$ cat config.mk
export PLATFORM = sky130hd
export DESIGN_NAME = unimem_ws
export DESIGN_NICKNAME = d
export VERILOG_FILES = /design/src/rtl/unimem_ws.sv
export SDC_FILE = /design/constraint.sdc
export NUM_CORES = 2
export LEC_CHECK = 0
export CORE_MARGIN = 8
export CORE_UTILIZATION = 57
export DETAILED_ROUTE_END_ITERATION = 10
export PLACE_DENSITY = 0.78
export SETUP_SLACK_MARGIN = 0.05
export SYNTH_ARGS = -nofsm -noshare
export SYNTH_HDL_FRONTEND = slang
export SYNTH_SLANG_ARGS = --single-unit
$ cat constraint.sdc
create_clock -name clk -period 5.3 [get_ports clk]
set_input_delay 0.53 -clock clk [delete_from_list [all_inputs] [get_ports clk]]
set_output_delay 0.53 -clock clk [all_outputs]
set_load 0.01 [all_outputs]
$ cat src/rtl/unimem_ws.sv
// Unified instruction/data memory with programmable wait states, byte-enable writes
// and out-of-range error reporting behind a single req/ready handshake.
module unimem_ws #(
  parameter int unsigned WIDTH     = 32,
  parameter int unsigned DEPTH     = 64,
  parameter int unsigned WAIT      = 2,
  parameter string       INIT_FILE = ""
) (
  input  logic               clk,
  input  logic               reset,
  input  logic               req,
  input  logic               we,
  input  logic [WIDTH/8-1:0] be,
  input  logic [31:0]        adr,
  input  logic [WIDTH-1:0]   wd,
  output logic [WIDTH-1:0]   rd,
  output logic               ready,
  output logic               busy,
  output logic               err
);

  localparam int unsigned NB = WIDTH / 8;
  localparam int unsigned AB = (NB > 1) ? $clog2(NB) : 0;
  localparam int unsigned IW = (DEPTH > 1) ? $clog2(DEPTH) : 1;

  typedef enum logic [1:0] {StIdle, StWait, StDone} state_e;

  logic [WIDTH-1:0] r_mem [DEPTH];

  state_e           r_state, w_state_d;
  logic [3:0]       r_cnt, w_cnt_d;
  logic             r_we, r_oor;
  logic [NB-1:0]    r_be;
  logic [WIDTH-1:0] r_wd, r_rd;
  logic [IW-1:0]    r_idx;
  logic             r_ready, r_err;

  logic [31:0]      w_word;
  logic             w_oor, w_accept, w_fire;
  logic             w_acc_we, w_acc_oor;
  logic [NB-1:0]    w_acc_be;
  logic [WIDTH-1:0] w_acc_wd;
  logic [IW-1:0]    w_acc_idx;

  assign w_word   = adr >> AB;
  assign w_oor    = (w_word >= DEPTH);
  assign w_accept = req && (r_state != StWait);

  // With WAIT=0 the access completes on its accept edge, so it uses the live inputs.
  always_comb begin
    w_acc_we  = we;
    w_acc_be  = be;
    w_acc_wd  = wd;
    w_acc_idx = w_word[IW-1:0];
    w_acc_oor = w_oor;
    if (r_state == StWait) begin
      w_acc_we  = r_we;
      w_acc_be  = r_be;
      w_acc_wd  = r_wd;
      w_acc_idx = r_idx;
      w_acc_oor = r_oor;
    end
  end

  always_comb begin
    w_state_d = r_state;
    w_cnt_d   = r_cnt;
    w_fire    = 1'b0;
    unique case (r_state)
      StIdle, StDone: begin
        if (req) begin
          w_cnt_d   = 4'(WAIT);
          w_state_d = (WAIT == 0) ? StDone : StWait;
          w_fire    = (WAIT == 0);
        end else begin
          w_state_d = StIdle;
        end
      end
      StWait: begin
        if (r_cnt == 4'd0) begin
          w_state_d = StDone;
          w_fire    = 1'b1;
        end else begin
          w_cnt_d = r_cnt - 4'd1;
        end
      end
      default: w_state_d = StIdle;
    endcase
  end

  always_ff @(posedge clk) begin
    if (reset) begin
      r_state <= StIdle;
      r_cnt   <= 4'd0;
      r_ready <= 1'b0;
      r_err   <= 1'b0;
      r_rd    <= '0;
      r_we    <= 1'b0;
      r_oor   <= 1'b0;
      r_be    <= '0;
      r_wd    <= '0;
      r_idx   <= '0;
    end else begin
      r_state <= w_state_d;
      r_cnt   <= w_cnt_d;
      r_ready <= w_fire;
      r_err   <= w_fire && w_acc_oor;
      if (w_fire && w_acc_oor) begin
        r_rd <= '0;
      end else if (w_fire && !w_acc_we) begin
        r_rd <= r_mem[w_acc_idx];
      end
      if (w_accept) begin
        r_we  <= we;
        r_oor <= w_oor;
        r_be  <= be;
        r_wd  <= wd;
        r_idx <= w_word[IW-1:0];
      end
    end
  end

  // Array has no reset; a reset edge suppresses the pending write.
  always_ff @(posedge clk) begin
    if (!reset && w_fire && w_acc_we && !w_acc_oor) begin
      for (int i = 0; i < int'(NB); i++) begin
        if (w_acc_be[i]) r_mem[w_acc_idx][i*8 +: 8] <= w_acc_wd[i*8 +: 8];
      end
    end
  end

  assign rd    = r_rd;
  assign ready = r_ready;
  assign err   = r_err;
  assign busy  = (r_state == StWait);

endmodule

==> reports/qor.log <==
INFO  worst_setup_path critPathRequiredTime=5.81ns
INFO  power_and_ir_drop max_rail_drop_vdd=0.368mV
INFO  place          dp_hpwl=133000um
INFO  power_and_ir_drop power_switching_share=23.3%
INFO  synthesis      synth_top_area_share=74.7%
INFO  power_and_ir_drop p_leak=31.3nW
INFO  timing         portion_of_the_clock_cycle_consumed_by_the_worst_path_in_the_final_layout=85.6%
INFO  worst_setup_path worstPathMaxFanout=44
INFO  route          drt_first_iter_violations=8418
INFO  global_routing groute.usage.overall=27.9%
INFO  timing         grt_setup_unrepaired=no
INFO  layout         flow.area_growth_from_synthesis=14.3%
INFO  synthesis      netlist_area=82300um2
INFO  cts            clock_latency=0.83ns
INFO  synthesis      synth.yosys.seq_area_share=76.7%
INFO  global_routing maximum_number_of_pins_on_one_net_before_global_route_repair=81
INFO  cts            cts_buffers=194
INFO  floorplanning  initial_core_util=57.4%
INFO  power_and_ir_drop share_clk_of_total_power=39.3%
INFO  floorplanning  core_region_area=143000um2
INFO  cts            cts.sinks=2132
INFO  job            maxCapViolations=0
INFO  cts            cts-hold-fix-buffers=0
INFO  global_routing grt_first_pass_wirelength=327000um
INFO  synthesis      synth_edf_count=2048
INFO  synthesis      area_leader_netlist=sky130_fd_sc_hd__edfxtp_1
INFO  synthesis      dominantRegCellSynth=sky130_fd_sc_hd__edfxtp_1
INFO  cts            cts-root-buf=sky130_fd_sc_hd__clkbuf_16
INFO  floorplanning  boundaryPins=107
INFO  timing         setup_viol=0
INFO  cts            cts.repair.resized=0
INFO  worst_setup_path critical_path_arrival=5.05ns
INFO  layout         drive_gt1_share=13.7%
INFO  place          port-buffer-count=104
INFO  cts            cts.repair_timing.setup_buffer_count=0
INFO  layout         finished_core_util=65.6%
INFO  floorplanning  design.die.area=157000um2
INFO  synthesis      synth_fp_nets=5361
INFO  global_routing via_count_of_the_first_global_routing_pass=50200
INFO  synthesis      synth.avg_cell_area=15.6um2
INFO  layout         fillerInstances=9312
INFO  timing         fmaxAchievable=220MHz
INFO  global_routing grt.overflow.total=0
INFO  floorplanning  die-width=396um
INFO  power_and_ir_drop power_per_cell_area=386nW/um2
INFO  cts            tritoncts=built
INFO  power_and_ir_drop cellInternalPower=27.9mW
INFO  route          wl_per_cell=29.6um
INFO  power_and_ir_drop power_frac_seq=51.9%
INFO  route          dr.pass1.iters=7
INFO  timing         skew=0.0263ns
INFO  place          gp_routability_congestion=0.889
INFO  synthesis      ys_async_sr_fraction=0%
INFO  synthesis      syn_inst=5288
INFO  timing         slew_headroom=6.11%
INFO  hold_path      worst_hold_path_type=input pin to flip-flop
INFO  cts            clk_path_buf_depth=3
INFO  route          ant_nets=0
INFO  timing         setup_tns=0ns
INFO  cts            path_clk_slew=0.06ns
INFO  synthesis      top_cells_by_area_synth=sky130_fd_sc_hd__edfxtp_1 (75%), sky130_fd_sc_hd__mux2i_1 (6.0%), sky130_fd_sc_hd__nand2_1 (2.8%), sky130_fd_sc_hd__dfxtp_1 (2.0%), sky130_fd_sc_hd__o22ai_1 (1.8%)
INFO  power_and_ir_drop gate_power_share=8.8%
INFO  timing         slew_violations=0
INFO  synthesis      yosys_warnings=0
INFO  floorplanning  placement_rows=139
INFO  timing         worst-slew-pin-transition=1.41ns
INFO  outcome        status=finished clean
INFO  synthesis      post_synth_num_cell_types=63
INFO  route          drc=0
INFO  route          detail_route.wirelength=227000um
INFO  global_routing antenna_found_initial=21
INFO  cts            cts_htree_levels=4
INFO  route          routed_via_density=6.71
INFO  worst_setup_path worstSetupEndpointType=flip-flop
INFO  floorplanning  fp.dieH=396um
INFO  timing         layout_min_cycle_time=4.54ns
INFO  worst_setup_path worst_setup_path_start_kind=flip-flop
INFO  power_and_ir_drop total_switching_power=8.48mW
INFO  synthesis      synth-seq-cells=2132
INFO  worst_setup_path critPathKind=flip-flop to flip-flop
INFO  timing         timing.final.hold_violations=0
INFO  layout         fin_nets=5666
INFO  route          total_via_count_after_detailed_routing=51500
[state kept, by name (all words and copies together), names as in the netlist, 2 cells and up]
| signal | flops |
|---|---|
| r_idx | 6 |
| r_mem | 2048 |
| r_state | 2 |
| r_wd | 32 |
| r_cnt | 4 |
| rd | 32 |
| r_be | 4 |
[cell type report]
| class | count | area, um2 | share of cell area (%) |
|---|---|---|---|
| clock buffers | 241 | 5330 | 5.66 |
| flip-flops and latches | 2132 | 63200 | 67.1 |
| diodes | 15 | 37.5 | 0.0399 |
| repair buffers | 475 | 4100 | 4.35 |
| inverters | 6 | 22.5 | 0.0239 |
| clock inverters | 119 | 1210 | 1.29 |
| multi-input cells | 2784 | 17900 | 19.0 |
| well taps | 1903 | 2380 | 2.53 |
[power groups by stage]
stage          combinational (mW)  clock, mW  sequential, mW
2_1_floorplan                1.77          0            19.2
3_3_place_gp                 3.01          0            19.2
3_5_place_dp                 3.10          0            19.2
4_1_cts                      3.13       14.3            18.9
5_1_grt                      3.32       15.0            18.9
6_report                     3.21       14.3            18.9
[cell usage after synthesis (18+ instances only)]
cell and count:
sky130_fd_sc_hd__mux2i_1 494, sky130_fd_sc_hd__buf_2 138, sky130_fd_sc_hd__nand2_1 620, sky130_fd_sc_hd__nor4_1 45, sky130_fd_sc_hd__clkbuf_1 155, sky130_fd_sc_hd__a221oi_1 33
sky130_fd_sc_hd__dfxtp_1 84, sky130_fd_sc_hd__o21ai_0 211, sky130_fd_sc_hd__nand4_1 37, sky130_fd_sc_hd__nor2_1 123, sky130_fd_sc_hd__a222oi_1 18, sky130_fd_sc_hd__edfxtp_1 2048
sky130_fd_sc_hd__buf_1 58, sky130_fd_sc_hd__a22oi_1 189, sky130_fd_sc_hd__o22ai_1 242, sky130_fd_sc_hd__nand3_1 20, sky130_fd_sc_hd__mux2_2 18, sky130_fd_sc_hd__a21oi_1 257
sky130_fd_sc_hd__a22o_1 48, sky130_fd_sc_hd__nor3_1 215, sky130_fd_sc_hd__a31oi_1 51
[per-stage QoR]
stage | hold slack (ns) | instance area [um2] | setup WS (ns) | cells | power [mW]
3_3_place_gp | 0.441 | 87500 | 0.781 | 7300 | 22.2
4_1_cts | 0.230 | 94100 | 0.845 | 7660 | 36.3
2_1_floorplan | 0.437 | 82300 | 2.03 | 5288 | 21.0
3_5_place_dp | 0.447 | 87500 | 0.739 | 7300 | 22.3
5_1_grt | 0.268 | 94100 | 0.455 | 7664 | 37.1
6_report | 0.270 | 94100 | 0.761 | 7675 | 36.4
[per-layer routing]
layer | track usage (%) | vias up | share of wire [%]
li1 | - | 21400 | -
met1 | 37.0 | 25300 | 35
met2 | 43.0 | 4058 | 46
met3 | 8.02 | 738 | 14
met4 | 12.9 | 10 | 4.9
met5 | 0 | - | 0.030
[path summary, 6_finish.rpt]
check | from | to | slack [ns] | depth (start not counted)
hold / removal | we | r_we$_SDFFE_PP0P_ | 0.27 | 3
setup reg to reg | r_state[0]$_SDFFE_PP0P_ | r_mem[5][22]$_DFFE_PP_ | 0.76 | 8
hold reg to reg | r_wd[30]$_SDFFE_PP0P_ | r_wd[30]$_SDFFE_PP0P_ | 0.45 | 2
setup / recovery | r_state[0]$_SDFFE_PP0P_ | r_mem[5][22]$_DFFE_PP_ | 0.76 | 8
[worst max-delay path: stages (launching register included)]
cell and delay [ns]:
sky130_fd_sc_hd__dfxtp_1 0.42, sky130_fd_sc_hd__nand2b_4 0.36, sky130_fd_sc_hd__inv_2 0.55, sky130_fd_sc_hd__nand2_1 0.27, sky130_fd_sc_hd__nor4b_2 0.54, sky130_fd_sc_hd__nand2_2 0.76, sky130_fd_sc_hd__buf_4 0.52, sky130_fd_sc_hd__nor3_1 0.47
sky130_fd_sc_hd__buf_4 0.26
[placed cells by master (no fill, tap or decap), types with 38 or more instances in the layout]
| cell | instances |
|---|---|
| sky130_fd_sc_hd__dfxtp_1 | 84 |
| sky130_fd_sc_hd__a31oi_1 | 50 |
| sky130_fd_sc_hd__clkinv_1 | 39 |
| sky130_fd_sc_hd__edfxtp_1 | 2048 |
| sky130_fd_sc_hd__nor2_1 | 108 |
| sky130_fd_sc_hd__clkbuf_16 | 201 |
| sky130_fd_sc_hd__a21oi_1 | 257 |
| sky130_fd_sc_hd__clkinv_2 | 38 |
| sky130_fd_sc_hd__nor4_1 | 43 |
| sky130_fd_sc_hd__o21ai_0 | 211 |
| sky130_fd_sc_hd__nand2_1 | 575 |
| sky130_fd_sc_hd__a22o_1 | 48 |
| sky130_fd_sc_hd__clkdlybuf4s50_1 | 103 |
| sky130_fd_sc_hd__o22ai_1 | 242 |
| sky130_fd_sc_hd__mux2i_1 | 491 |
| sky130_fd_sc_hd__buf_4 | 349 |
| sky130_fd_sc_hd__nand2_2 | 45 |
| sky130_fd_sc_hd__a22oi_1 | 189 |
| sky130_fd_sc_hd__nor3_1 | 210 |
[cell families (layout without fill, tap and decap cells)]
group / after synthesis / count (layout) / share of synthesized area (%)
flops: 2132 / 2132 / 76.7
compound gates: 1141 / 1141 / 8.83
simple gates: 1123 / 1123 / 6.04
mux: 517 / 517 / 6.35
buf+inv: 372 / 841 / 2.01
xor+xnor: 2 / 2 / 0.0213
fa+ha+maj: 1 / 1 / 0.0152
other cells: 0 / 15 / 0
Note: power is estimated with default switching activity, not from simulation.
